**src/rtl/pipe_stage_reg_if.sv**
```systemverilog
// Valid/ready/data link between two pipeline stages.
// master drives valid/data, slave drives ready.
interface pipe_stage_reg_if #(
   parameter int WIDTH = 32
) ();
   logic             valid;
   logic             ready;
   logic [WIDTH-1:0] data;

   modport master (
      output valid,
      output data,
      input  ready
   );

   modport slave (
      input  valid,
      input  data,
      output ready
   );
endinterface

```
**src/rtl/pipe_stage_reg.sv**
```systemverilog
// Pipeline stage register: main entry plus one-entry skid, stall and flush.
// PIPE_STAGE_PERF_EN adds saturating stall/flush counters.
module pipe_stage_reg #(
   parameter int               WIDTH        = 32,
   parameter logic [WIDTH-1:0] BUBBLE_VALUE = {WIDTH{1'b0}}
`ifdef PIPE_STAGE_PERF_EN
   ,
   parameter int               CNT_W        = 16
`endif
) (
   input  logic              clk,
   input  logic              rst,
   input  logic              stall,
   input  logic              flush,
`ifdef PIPE_STAGE_PERF_EN
   output logic [CNT_W-1:0]  stall_cnt,
   output logic [CNT_W-1:0]  flush_cnt,
`endif
   pipe_stage_reg_if.slave   up,
   pipe_stage_reg_if.master  dn
);

   // bit 1 = main entry valid, bit 0 = skid entry valid
   typedef enum logic [1:0] {
      EMPTY = 2'b00,
      ONE   = 2'b10,
      TWO   = 2'b11
   } state_e;

   state_e           state_q;
   logic [WIDTH-1:0] main_q;
   logic [WIDTH-1:0] skid_q;
   logic             main_valid;
   logic             skid_valid;
   logic             in_fire;
   logic             out_fire;

   assign main_valid = state_q[1];
   assign skid_valid = state_q[0];

   assign in_fire  = up.valid & ~skid_valid;
   assign out_fire = main_valid & dn.ready & ~stall;

   assign up.ready = ~skid_valid;
   assign dn.valid = main_valid;
   assign dn.data  = main_q;

   // main_q is reloaded with the bubble whenever it empties
   always_ff @(posedge clk or negedge rst) begin
      if (!rst) begin
         state_q <= EMPTY;
         main_q  <= BUBBLE_VALUE;
         skid_q  <= BUBBLE_VALUE;
      end else if (flush) begin
         state_q <= EMPTY;
         main_q  <= BUBBLE_VALUE;
      end else begin
         unique case (state_q)
            EMPTY: begin
               if (in_fire) begin
                  state_q <= ONE;
                  main_q  <= up.data;
               end
            end
            ONE: begin
               if (in_fire && out_fire) begin
                  main_q <= up.data;
               end else if (in_fire) begin
                  state_q <= TWO;
                  skid_q  <= up.data;
               end else if (out_fire) begin
                  state_q <= EMPTY;
                  main_q  <= BUBBLE_VALUE;
               end
            end
            TWO: begin
               if (out_fire) begin
                  state_q <= ONE;
                  main_q  <= skid_q;
               end
            end
            default: begin
               state_q <= EMPTY;
               main_q  <= BUBBLE_VALUE;
            end
         endcase
      end
   end

`ifdef PIPE_STAGE_PERF_EN
   logic [CNT_W-1:0] stall_cnt_q;
   logic [CNT_W-1:0] flush_cnt_q;

   always_ff @(posedge clk or negedge rst) begin
      if (!rst) begin
         stall_cnt_q <= '0;
         flush_cnt_q <= '0;
      end else begin
         if (stall && main_valid && (stall_cnt_q != '1)) begin
            stall_cnt_q <= stall_cnt_q + CNT_W'(1);
         end
         if (flush && (flush_cnt_q != '1)) begin
            flush_cnt_q <= flush_cnt_q + CNT_W'(1);
         end
      end
   end

   assign stall_cnt = stall_cnt_q;
   assign flush_cnt = flush_cnt_q;
`endif

endmodule

```
**src/flat_wrapper.sv**
```systemverilog
// flat-port wrapper written by rule: the top's interface ports become plain ports
module pipe_stage_reg_flat 
#(
   parameter int               WIDTH        = 32,
   parameter logic [WIDTH-1:0] BUBBLE_VALUE = {WIDTH{1'b0}}

)
  (clk, rst, stall, flush, up_valid, up_data, up_ready, dn_valid, dn_data, dn_ready);
  pipe_stage_reg_if #(.WIDTH(WIDTH)) up_i ();
  pipe_stage_reg_if #(.WIDTH(WIDTH)) dn_i ();
  input  logic clk;
  input  logic rst;
  input  logic stall;
  input  logic flush;
  input wire logic [$bits(up_i.valid)-1:0] up_valid;
  input wire logic [$bits(up_i.data)-1:0] up_data;
  output wire logic [$bits(up_i.ready)-1:0] up_ready;
  output wire logic [$bits(dn_i.valid)-1:0] dn_valid;
  output wire logic [$bits(dn_i.data)-1:0] dn_data;
  input wire logic [$bits(dn_i.ready)-1:0] dn_ready;
  assign up_i.valid = up_valid;
  assign up_i.data = up_data;
  assign up_ready = up_i.ready;
  assign dn_valid = dn_i.valid;
  assign dn_data = dn_i.data;
  assign dn_i.ready = dn_ready;
  pipe_stage_reg #(.WIDTH(WIDTH), .BUBBLE_VALUE(BUBBLE_VALUE)) u_core (.clk(clk), .rst(rst), .stall(stall), .flush(flush), .up(up_i), .dn(dn_i));
endmodule
```
**config.mk**
```make
export PLATFORM = sky130hd
export DESIGN_NAME = pipe_stage_reg_flat
export DESIGN_NICKNAME = d
export VERILOG_FILES = /design/src/rtl/pipe_stage_reg_if.sv /design/src/rtl/pipe_stage_reg.sv /design/src/flat_wrapper.sv
export SDC_FILE = /design/constraint.sdc
export NUM_CORES = 1
export LEC_CHECK = 0
export ABC_AREA = 1
export CORE_ASPECT_RATIO = 1.5
export CORE_UTILIZATION = 35
export DETAILED_ROUTE_END_ITERATION = 7
export PLACE_DENSITY = 0.6
export SKIP_LAST_GASP = 1
export SLEW_MARGIN = 40
export SYNTH_ARGS = -nofsm -noshare
export SYNTH_HDL_FRONTEND = slang
export SYNTH_SLANG_ARGS = --single-unit
```
**constraint.sdc**
```tcl
create_clock -name clk -period 2.6 [get_ports clk]
set_input_delay 0.39 -clock clk [delete_from_list [all_inputs] [get_ports clk]]
set_output_delay 0.39 -clock clk [all_outputs]
set_load 0.01 [all_outputs]
```
==> run_results.csv, run 1 <==
group,metric,value,unit
synth,synth_cells,458,
sta,hold_viol,0,
pwr,p_leak,2.29,nW
critical_path,cp_max_fo,32,
floorplanning,die-width,82.7,um
critical_path,regToRegSetupSlack,0.75,ns
synth,synth_xor_area_frac,0,
detailed_routing,wl,8.48,mm
clocking,cts.reportedPaths.clkPinSlew,0.05,ns
global_route,gr-total-overflow,0,
critical_path,endpoint_kind,"flip-flop",
critical_path,cp_slowest_stage_delay,0.47,ns
outcome,status,"complete, no violations",
critical_path,path_delay_family,"simple AND/OR/NAND/NOR gates",
placed_design,place.gp.congestion,0.748,
synth,synth-async-reset-ratio,1.00,
final_layout,diodes,0,
global_route,antenna_found_initial,0,
synth,synth_top_family_by_area,"simple AND/OR/NAND/NOR gates",
synth,synth_top_area_frac,0.483,
clocking,insertion_delay,0.32,ns
critical_path,cp.required,2.86,ns
critical_path,start_kind,"flip-flop",
sta,rsz0062_at_grt,"no",
placed_design,dp_cells,618,
final_layout,final_core_utilization,0.482,
sta,setup_viol,0,
floorplanning,num_io_pins,72,
hold_path,hold_class,"primary input to asynchronous set/reset pin",
sta,min_period,1.85,ns
sta,worst_slack,0.747,ns
synth,avgSynthCellArea,7.47,um2
global_route,groute.usage.overall,0.184,
final_layout,num-nets-final,559,
critical_path,cp_cell_sequence,"inv_1, ha_1, or2_2, nor2_8, nand2_1, nand2_1",
placed_design,post-place-ws,0.603,ns
sta,skew,0.00397,ns
synth,seq_area_frac_synth,0.483,
sta,worst_pin_slew,0.612,ns
clocking,cts-root-buf,"clkbuf_16",
clocking,postCtsSetupRepairBufs,0,
synth,yosys_warnings,0,
clocking,clock-sinks,66,
global_route,grt_pass1_wl,14.1,mm
floorplanning,rows,43,
synth,synth-compound-area-share,0.0483,
critical_path,critPathBufInv,1,
detailed_routing,ant_nets,0,
synth,ys_types,19,
synth,synth-adder-area-share,0.0146,
synth,yosys.area_share.simple,0.364,
clocking,cts_made_buffers,9,
critical_path,r2r_cells,6,
pwr,p_per_area,1020,nW/um2
final_layout,finalNonFillerCells,634,
detailed_routing,wire_per_inst,13.4,um
floorplanning,core,9360,um2
synth,syn-num-nets,500,
detailed_routing,remaining_drc_errors,0,
global_route,grt_pass1_vias,3010,
synth,synth_area_leaders,"dfrtp_1 48%, nand2_1 23%, nand4_1 5.9%",
clocking,cts_htree_levels,3,
floorplanning,chipHeight,123,um
synth,ys_seq_elements,66,
critical_path,arrival,2.12,ns
detailed_routing,routed_via_density,4.78,
clocking,cts_tree,"done",
critical_path,slowest_stage,"dfrtp_1",
detailed_routing,drt_iter0_drc,188,
clocking,ctsHoldBuffers,0,
critical_path,cpMostUsedCell,"nand2_1",
placed_design,place_hpwl,5.29,mm
critical_path,criticalPathCategory,"flip-flop to flip-flop",
synth,synth_edf_count,0,
final_layout,drive_gt1_frac,0.0651,
synth,synth_area,3420,um2
floorplanning,start_util,0.365,
global_route,grt_max_degree,67,
synth,muxShareOfSynthArea,0,
detailed_routing,drtPass1Iterations,6,
sta,timing_max_transition_violations_final,0,
critical_path,worst-path-stages,6,
sta,finalSetupTns,0,ns
clocking,ctsResizeCount,0,
final_layout,syn2layout_area_growth,32.0,%
pwr,ir_worst_vdd,422,uV
detailed_routing,vias,3029,
run,maxCapViolations,0,
synth,synth_top_area_cell,"dfrtp_1",
sta,max_freq,0.540,GHz
sta,finalCritPeriodShare,0.713,
placed_design,port-buffer-count,71,
synth,synth-main-ff-cell,"dfrtp_1",
clocking,cts_buffer_depth,2,
sta,max_slew_margin,0.592,
floorplanning,dieArea,10200,um2
[through the flow]
stage	cell area (um2)	hold slack (ns)	power, mW
finish	4510	0.0610	4.59
global route	4510	0.110	4.91
floorplan	3420	0.0944	2.65
detailed placement	4200	0.429	3.35
global placement	4190	0.465	3.32
CTS	4510	0.0788	4.64
[kinds of logic (layout without fill, tap and decap cells)]
family	count (synthesis)	in the layout
flip-flops	66	66
AO/OA/AOI/OAI	33	33
adder cells (fa/ha/maj)	4	4
AND/OR/NAND/NOR	285	285
buffers and inverters	70	134
[sequential cells by signal, summed over array words and instances (netlist names)]
signal          count
u_core.skid_q      32
u_core.dn.data     32
u_core.state_q      2
[area by class of cell]
cell class	instances	area [um2]
clock inverters	1	30.0
repair buffers	78	790
well taps	112	140
fillers	948	4850
multi-input cells	322	1470
clock buffers	15	288
inverters	40	150
flip-flops and latches	66	1650
[worst paths after layout]
| path | start | endpoint |
|---|---|---|
| setup / recovery | u_core.state_q[1]$_DFFE_PN0P_ | u_core.dn.data[20]$_DFFE_PN0P_ |
| hold / removal | rst | u_core.dn.data[27]$_DFFE_PN0P_ |
| setup reg to reg | u_core.state_q[1]$_DFFE_PN0P_ | u_core.dn.data[20]$_DFFE_PN0P_ |
| hold reg to reg | u_core.dn.data[16]$_DFFE_PN0P_ | u_core.dn.data[16]$_DFFE_PN0P_ |
| max in group asynchronous | rst | u_core.skid_q[12]$_DFFE_PN0P_ |
| min in group clk | u_core.dn.data[16]$_DFFE_PN0P_ | u_core.dn.data[16]$_DFFE_PN0P_ |
[routing by layer]
metal	GRT usage	routed length, um
met2	0.307	4220
met4	0.0830	140
met1	0.226	3730
met5	0	0
met3	0.0362	397
[cell usage in the layout (no fill, tap or decap)]
master | netlist | layout
nand3_1 | 34 | 34
o21ai_1 | 32 | 32
nand3_2 | 2 | 2
inv_1 | 36 | 36
nor2_2 | 3 | 2
or2_2 | 1 | 1
clkbuf_16 | 0 | 9
buf_4 | 0 | 5
clkbuf_1 | 6 | 2
dfrtp_1 | 66 | 66
nand3_4 | 1 | 1
ha_1 | 4 | 4
inv_2 | 4 | 4
clkdlybuf4s50_1 | 0 | 70
nor2_4 | 0 | 1
a21oi_1 | 1 | 1
nor2_1 | 3 | 3
nand2_1 | 208 | 208
nor2_8 | 1 | 1
bufinv_16 | 0 | 1
nand4_1 | 32 | 32
clkbuf_8 | 0 | 4
buf_6 | 3 | 1
buf_12 | 0 | 2
[cell usage after synthesis, types with 2 or more instances]
cell / instances
nand3_1: 34
ha_1: 4
nor2_1: 3
buf_2: 18
buf_1: 3
inv_2: 4
nand4_1: 32
nand3_2: 2
dfrtp_1: 66
inv_1: 36
nand2_1: 208
clkbuf_1: 6
o21ai_1: 32
nor2_2: 3
buf_6: 3
[worst reg2reg max path, delay by kind of cell (launching register included)]
family	cells	cell delay, ns
adders and majority gates	1	0.20
buffers and inverters	1	0.11
DFF	1	0.47
and+or+nand+nor	4	1.02
[where the power goes]
part / leakage, nW / total (mW) / switching, mW / internal, mW
Sequential: 0.852 / 1.67 / 0.235 / 1.44
Clock: 0.156 / 1.27 / 0.419 / 0.848
Combinational: 1.28 / 1.66 / 0.933 / 0.723
Total: 2.29 / 4.59 / 1.59 / 3.01
Power figures use the tool's default switching activity.
==> inputs of run 2 (changes only) <==
Settings changed: PLACE_DENSITY 0.6 to 0.63.
Clock period 2.6 ns to 1.5 ns, I/O delays scaled along.
==> run 2 against run 1 <==
  * The flow now finishes with violations (setup timing)
  * Register-to-register slack worse by 0.81 ns
  * Combinational power is 130% higher
  * Total power is 97% higher
  * Global-route usage is 0.39 points higher
  * Clock skew hardly changed
  * Wire length is 21% higher
  * Core utilization is 6.1 points higher
  * Non-clock buffer count is 31 higher
  * Via count is 9.7% higher
  * Critical endpoint is now u_core.dn.data[13]$_DFFE_PN0P_
  * Largest power group is now combinational logic
  * Highest routed layer unchanged
==> run_results.csv, run 2 (synthesized netlist as in run 1, its figures left out) <==
group,metric,value,unit
sta,setup_viol,65,
sta,finalCritPeriodShare,1.05,
final_layout,layout_common_cells,"193 x nand2_1, 65 x clkdlybuf4s50_1, 64 x dfrtp_1",
clocking,cts_tree,"done",
critical_path,cp.required,1.77,ns
clocking,insertion_delay,0.33,ns
detailed_routing,ant_nets,0,
clocking,cts.reportedPaths.clkPinSlew,0.05,ns
critical_path,arrival,1.84,ns
sta,max_slew_margin,0.746,
global_route,groute.usage.overall,0.188,
critical_path,start_kind,"flip-flop",
global_route,gr-total-overflow,0,
critical_path,crit_path_start,"u_core.state_q[1]$_DFFE_PN0P_",
final_layout,layout_commonest_cell,"nand2_1",
final_layout,design_area,5090,um2
run,maxCapViolations,0,
final_layout,drive_gt1_frac,0.174,
critical_path,regToRegSetupSlack,-0.07,ns
outcome,status,"finished with violations",
final_layout,diodes,0,
placed_design,place.gp.congestion,0.782,
floorplanning,chipHeight,123,um
placed_design,placed_area,4370,um2
sta,worst_pin_slew,0.381,ns
detailed_routing,wire_per_inst,15.5,um
clocking,cts_made_buffers,9,
sta,min_period,1.57,ns
clocking,cts-root-buf,"clkbuf_16",
global_route,grt_max_degree,65,
floorplanning,die-width,82.7,um
floorplanning,rows,43,
detailed_routing,wl,10.3,mm
pwr,ir_worst_vdd,763,uV
global_route,grt_pass1_wl,14.4,mm
critical_path,rr_startpoint,"u_core.state_q[1]$_DFFE_PN0P_",
critical_path,cp_max_fo,8,
global_route,grt_pass1_vias,3069,
detailed_routing,routed_via_density,5.01,
clocking,cts_buffer_depth,2,
sta,max_freq,0.638,GHz
critical_path,r2r_cells,10,
floorplanning,num_io_pins,72,
sta,rsz0062_at_grt,"yes",
placed_design,place_hpwl,5.64,mm
detailed_routing,drt_iter0_drc,241,
floorplanning,start_util,0.365,
critical_path,criticalPathCategory,"flip-flop to flip-flop",
pwr,p_per_area,1780,nW/um2
final_layout,fillers,871,
detailed_routing,drtPass1Iterations,4,
detailed_routing,remaining_drc_errors,0,
sta,timing_max_transition_violations_final,0,
floorplanning,dieArea,10200,um2
final_layout,num-nets-final,590,
sta,hold_viol,0,
global_route,antenna_found_initial,0,
sta,worst_slack,-0.0679,ns
final_layout,syn2layout_area_growth,48.8,%
critical_path,endpoint_kind,"flip-flop",
sta,skew,0.00400,ns
placed_design,port-buffer-count,71,
outcome,violations,"setup timing",
clocking,cts_htree_levels,3,
placed_design,post-place-ws,-0.232,ns
pwr,p_leak,2.57,nW
detailed_routing,vias,3322,
clocking,clock-sinks,66,
hold_path,hold_class,"primary input to asynchronous set/reset pin",
floorplanning,core,9360,um2
[run 2: cell types whose count changed in the layout (fill, tap and decap cells not counted), moves of 6 or more]
| cell | before | now |
|---|---|---|
| nand2_1 | 208 | 193 |
| buf_4 | 5 | 18 |
| nand2_2 | 0 | 11 |
| o21ai_1 | 32 | 24 |
| o21ai_2 | 0 | 8 |
| buf_6 | 1 | 7 |
[run 2: what timing repair did]
item / 4_1_cts / 5_1_grt
gates cloned: 0 / 9
setup buffers: 2 / 4
endpoints found under the setup margin: 69 / 68
hold buffers: 1 / 0
endpoints found under the hold margin: 14 / 0
gates resized for setup: 8 / 43
pin swaps: 1 / 5
[run 2: area by class of cell]
class,count,area [um2],share of cell area
Inverter,40,153,0.0300
Clock buffer,12,267,0.0524
Multi-Input combinational cell,322,1610,0.316
Clock inverter,2,60.1,0.0118
Timing Repair Buffer,109,1210,0.237
Sequential cell,66,1650,0.325
Tap cell,112,140,0.0275
[run 2: worst paths after layout]
| path | end |
|---|---|
| setup / recovery | u_core.dn.data[13]$_DFFE_PN0P_ |
| hold / removal | u_core.state_q[0]$_DFFE_PN0P_ |
| setup reg to reg | u_core.dn.data[13]$_DFFE_PN0P_ |
| hold reg to reg | u_core.dn.data[5]$_DFFE_PN0P_ |
| max in group asynchronous | u_core.skid_q[1]$_DFFE_PN0P_ |
| min in group clk | u_core.dn.data[5]$_DFFE_PN0P_ |
[run 2: worst max-delay path, stage by stage, from the launching register on]
cell       delay (ns)
dfrtp_2          0.45
inv_2            0.11
ha_4             0.15
inv_2            0.04
nor2_2           0.10
nand2_2          0.09
nand3_4          0.14
buf_6            0.14
clkbuf_16        0.15
nand2_1          0.06
nand2_1          0.06
[run 2: report_power, final]
group | switching [mW] | total, mW | internal, mW
Sequential | 0.463 | 2.96 | 2.50
Combinational | 1.97 | 3.78 | 1.81
Clock | 0.744 | 2.32 | 1.57
Total | 3.18 | 9.06 | 5.88
[run 2: layer usage]
| metal | GRT usage | vias up | share of wire |
|---|---|---|---|
| met2 | 0.317 | 110 | 0.50 |
| met5 | 0 | - | 0 |
| met4 | 0.0657 | 0 | 0.025 |
| met3 | 0.0443 | 17 | 0.054 |
| met1 | 0.231 | 1553 | 0.42 |
| li1 | - | 1642 | - |
[run 2: per-stage QoR]
stage,setup TNS [ns],power [mW],utilization,hold WS [ns],std cells
floorplan,-0.500,4.66,-,-0.0706,458
global placement,-8.44,5.96,0.466,0.107,633
detailed placement,-10.0,6.02,0.466,0.109,633
CTS,-1.26,8.41,0.505,0.295,650
global route,-7.36,9.58,0.544,0.334,663
finish,-3.04,9.06,0.544,0.301,663
==> inputs of run 3 (changes only) <==
Settings changed: HOLD_SLACK_MARGIN set to 0.03, PLACE_DENSITY 0.63 to not set, PLACE_DENSITY_LB_ADDON set to 0.25.
==> run 3 against run 2 <==
  * The run still ends with setup timing left
  * Core utilization shrank 2.3 points
  * Combinational power shrank 12%
  * Non-clock buffer count shrank 4
  * Register-to-register slack lost 0.02 ns
  * Largest power group unchanged
==> run_results.csv, run 3 (synthesized netlist as in run 1, its figures left out) <==
group,metric,value,unit
detailed_routing,drtPass1Iterations,5,
detailed_routing,drt_iter0_drc,270,
sta,worst_slack,-0.0908,ns
detailed_routing,ant_nets,0,
clocking,clock-sinks,66,
floorplanning,die-width,82.7,um
global_route,gr-total-overflow,0,
hold_path,hold_class,"primary input to asynchronous set/reset pin",
floorplanning,core,9360,um2
placed_design,post-place-ws,-0.223,ns
run,maxCapViolations,0,
critical_path,cpMostUsedCell,"nand2_1",
clocking,cts_made_buffers,9,
sta,rsz0062_at_grt,"yes",
final_layout,multi_input_area,1500,um2
final_layout,num-nets-final,586,
outcome,status,"finished with violations",
clocking,cts_tree,"done",
critical_path,critPathBufInv,2,
floorplanning,start_util,0.365,
sta,skew,0.00586,ns
global_route,grt_pass1_vias,2953,
critical_path,path_delay_family,"simple AND/OR/NAND/NOR gates",
final_layout,regArea,1650,um2
final_layout,finalNonFillerCells,661,
clocking,cts_htree_levels,3,
floorplanning,dieArea,10200,um2
detailed_routing,wire_per_inst,13.7,um
detailed_routing,routed_via_density,4.85,
outcome,violations,"setup timing",
sta,timing_max_transition_violations_final,0,
clocking,cts.reportedPaths.clkPinSlew,0.05,ns
global_route,grt_pass1_wl,14.4,mm
critical_path,cp_cell_sequence,"buf_6, ha_1, or2_4, nor2_8, clkbuf_16, nand2_1, nand2_1",
global_route,groute.usage.overall,0.190,
pwr,p_leak,2.50,nW
sta,max_freq,0.629,GHz
detailed_routing,wl,9.07,mm
final_layout,fillers,888,
critical_path,arrival,1.86,ns
sta,worst_pin_slew,0.372,ns
detailed_routing,remaining_drc_errors,0,
final_layout,drive_gt1_frac,0.124,
final_layout,diodes,0,
critical_path,cp.required,1.77,ns
sta,finalCritPeriodShare,1.06,
final_layout,layout_commonest_cell,"nand2_1",
critical_path,start_kind,"flip-flop",
clocking,cts_buffer_depth,2,
floorplanning,rows,43,
global_route,antenna_found_initial,0,
critical_path,endpoint_kind,"flip-flop",
sta,setup_viol,33,
clocking,cts-root-buf,"clkbuf_16",
clocking,insertion_delay,0.34,ns
pwr,ir_worst_vdd,739,uV
sta,hold_viol,0,
critical_path,criticalPathCategory,"flip-flop to flip-flop",
final_layout,syn2layout_area_growth,42.6,%
sta,finalSetupTns,-2.07,ns
detailed_routing,vias,3203,
critical_path,cp_max_fo,10,
placed_design,dp_cells,634,
sta,min_period,1.59,ns
critical_path,slowest_stage,"dfrtp_1",
sta,holdWs,0.308,ns
placed_design,place.gp.congestion,0.822,
pwr,p_per_area,1720,nW/um2
placed_design,place_hpwl,5.71,mm
sta,max_slew_margin,0.752,
placed_design,port-buffer-count,71,
final_layout,layout_common_cells,"207 x nand2_1, 65 x clkdlybuf4s50_1, 65 x dfrtp_1",
pwr,fin_total_pwr,8.37,mW
floorplanning,num_io_pins,72,
global_route,grt_max_degree,36,
critical_path,cp_slowest_stage_delay,0.41,ns
floorplanning,chipHeight,123,um
## run 3: final timing paths
path | from | to | slack (ns) | cells past startpoint
max in group asynchronous | rst | u_core.dn.data[30]$_DFFE_PN0P_ | 0.65 | 3
min in group clk | u_core.dn.data[12]$_DFFE_PN0P_ | u_core.dn.data[12]$_DFFE_PN0P_ | 0.48 | 2
worst min-delay path | rst | u_core.dn.data[8]$_DFFE_PN0P_ | 0.31 | 2
worst min register to register | u_core.dn.data[12]$_DFFE_PN0P_ | u_core.dn.data[12]$_DFFE_PN0P_ | 0.48 | 2
worst max register to register | u_core.state_q[0]$_DFFE_PN0P_ | u_core.dn.data[31]$_DFFE_PN0P_ | -0.09 | 7
worst max-delay path | u_core.state_q[0]$_DFFE_PN0P_ | u_core.dn.data[31]$_DFFE_PN0P_ | -0.09 | 7
## run 3: per-layer routing
| metal | up-vias | routed length (um) | global-route usage |
|---|---|---|---|
| li1 | 1634 | - | - |
| met1 | 1452 | 3800 | 0.239 |
| met2 | 93 | 4500 | 0.297 |
| met3 | 24 | 445 | 0.0310 |
| met4 | 0 | 329 | 0.119 |
| met5 | - | 0 | 0 |
## run 3: area by class of cell
type / count / share of cell area
Inverter: 40 / 0.0308
Clock buffer: 12 / 0.0526
Tap cell: 112 / 0.0287
Clock inverter: 4 / 0.0103
Timing Repair Buffer: 105 / 0.232
Sequential cell: 66 / 0.339
Multi-Input combinational cell: 322 / 0.307
## run 3: power by group
| part | total [mW] | switching [mW] | leakage [nW] | internal (mW) |
|---|---|---|---|---|
| logic | 3.33 | 1.75 | 1.50 | 1.58 |
| clock network | 2.15 | 0.779 | 0.145 | 1.37 |
| registers | 2.89 | 0.394 | 0.851 | 2.49 |
## run 3: worst reg2reg max path: stages, from the launching register on
cell and delay (ns):
dfrtp_1 0.41, buf_6 0.14, ha_1 0.17, or2_4 0.29, nor2_8 0.21, clkbuf_16 0.20
nand2_1 0.06, nand2_1 0.05
## run 3: metrics by stage
| stage | utilization | area [um2] |
|---|---|---|
| finish | 0.521 | 4870 |
| global route | 0.521 | 4870 |
| CTS | 0.506 | 4740 |
| detailed placement | 0.467 | 4370 |
| global placement | 0.467 | 4370 |
| floorplan | - | 3440 |
## run 3: what timing repair did
item,in CTS,in global routing
pin swaps,1,4
endpoints found under the setup margin,58,69
cloned,0,2
endpoints found under the hold margin,14,0
setup buffers,3,5
hold buffers,1,0
gates resized for setup,6,13
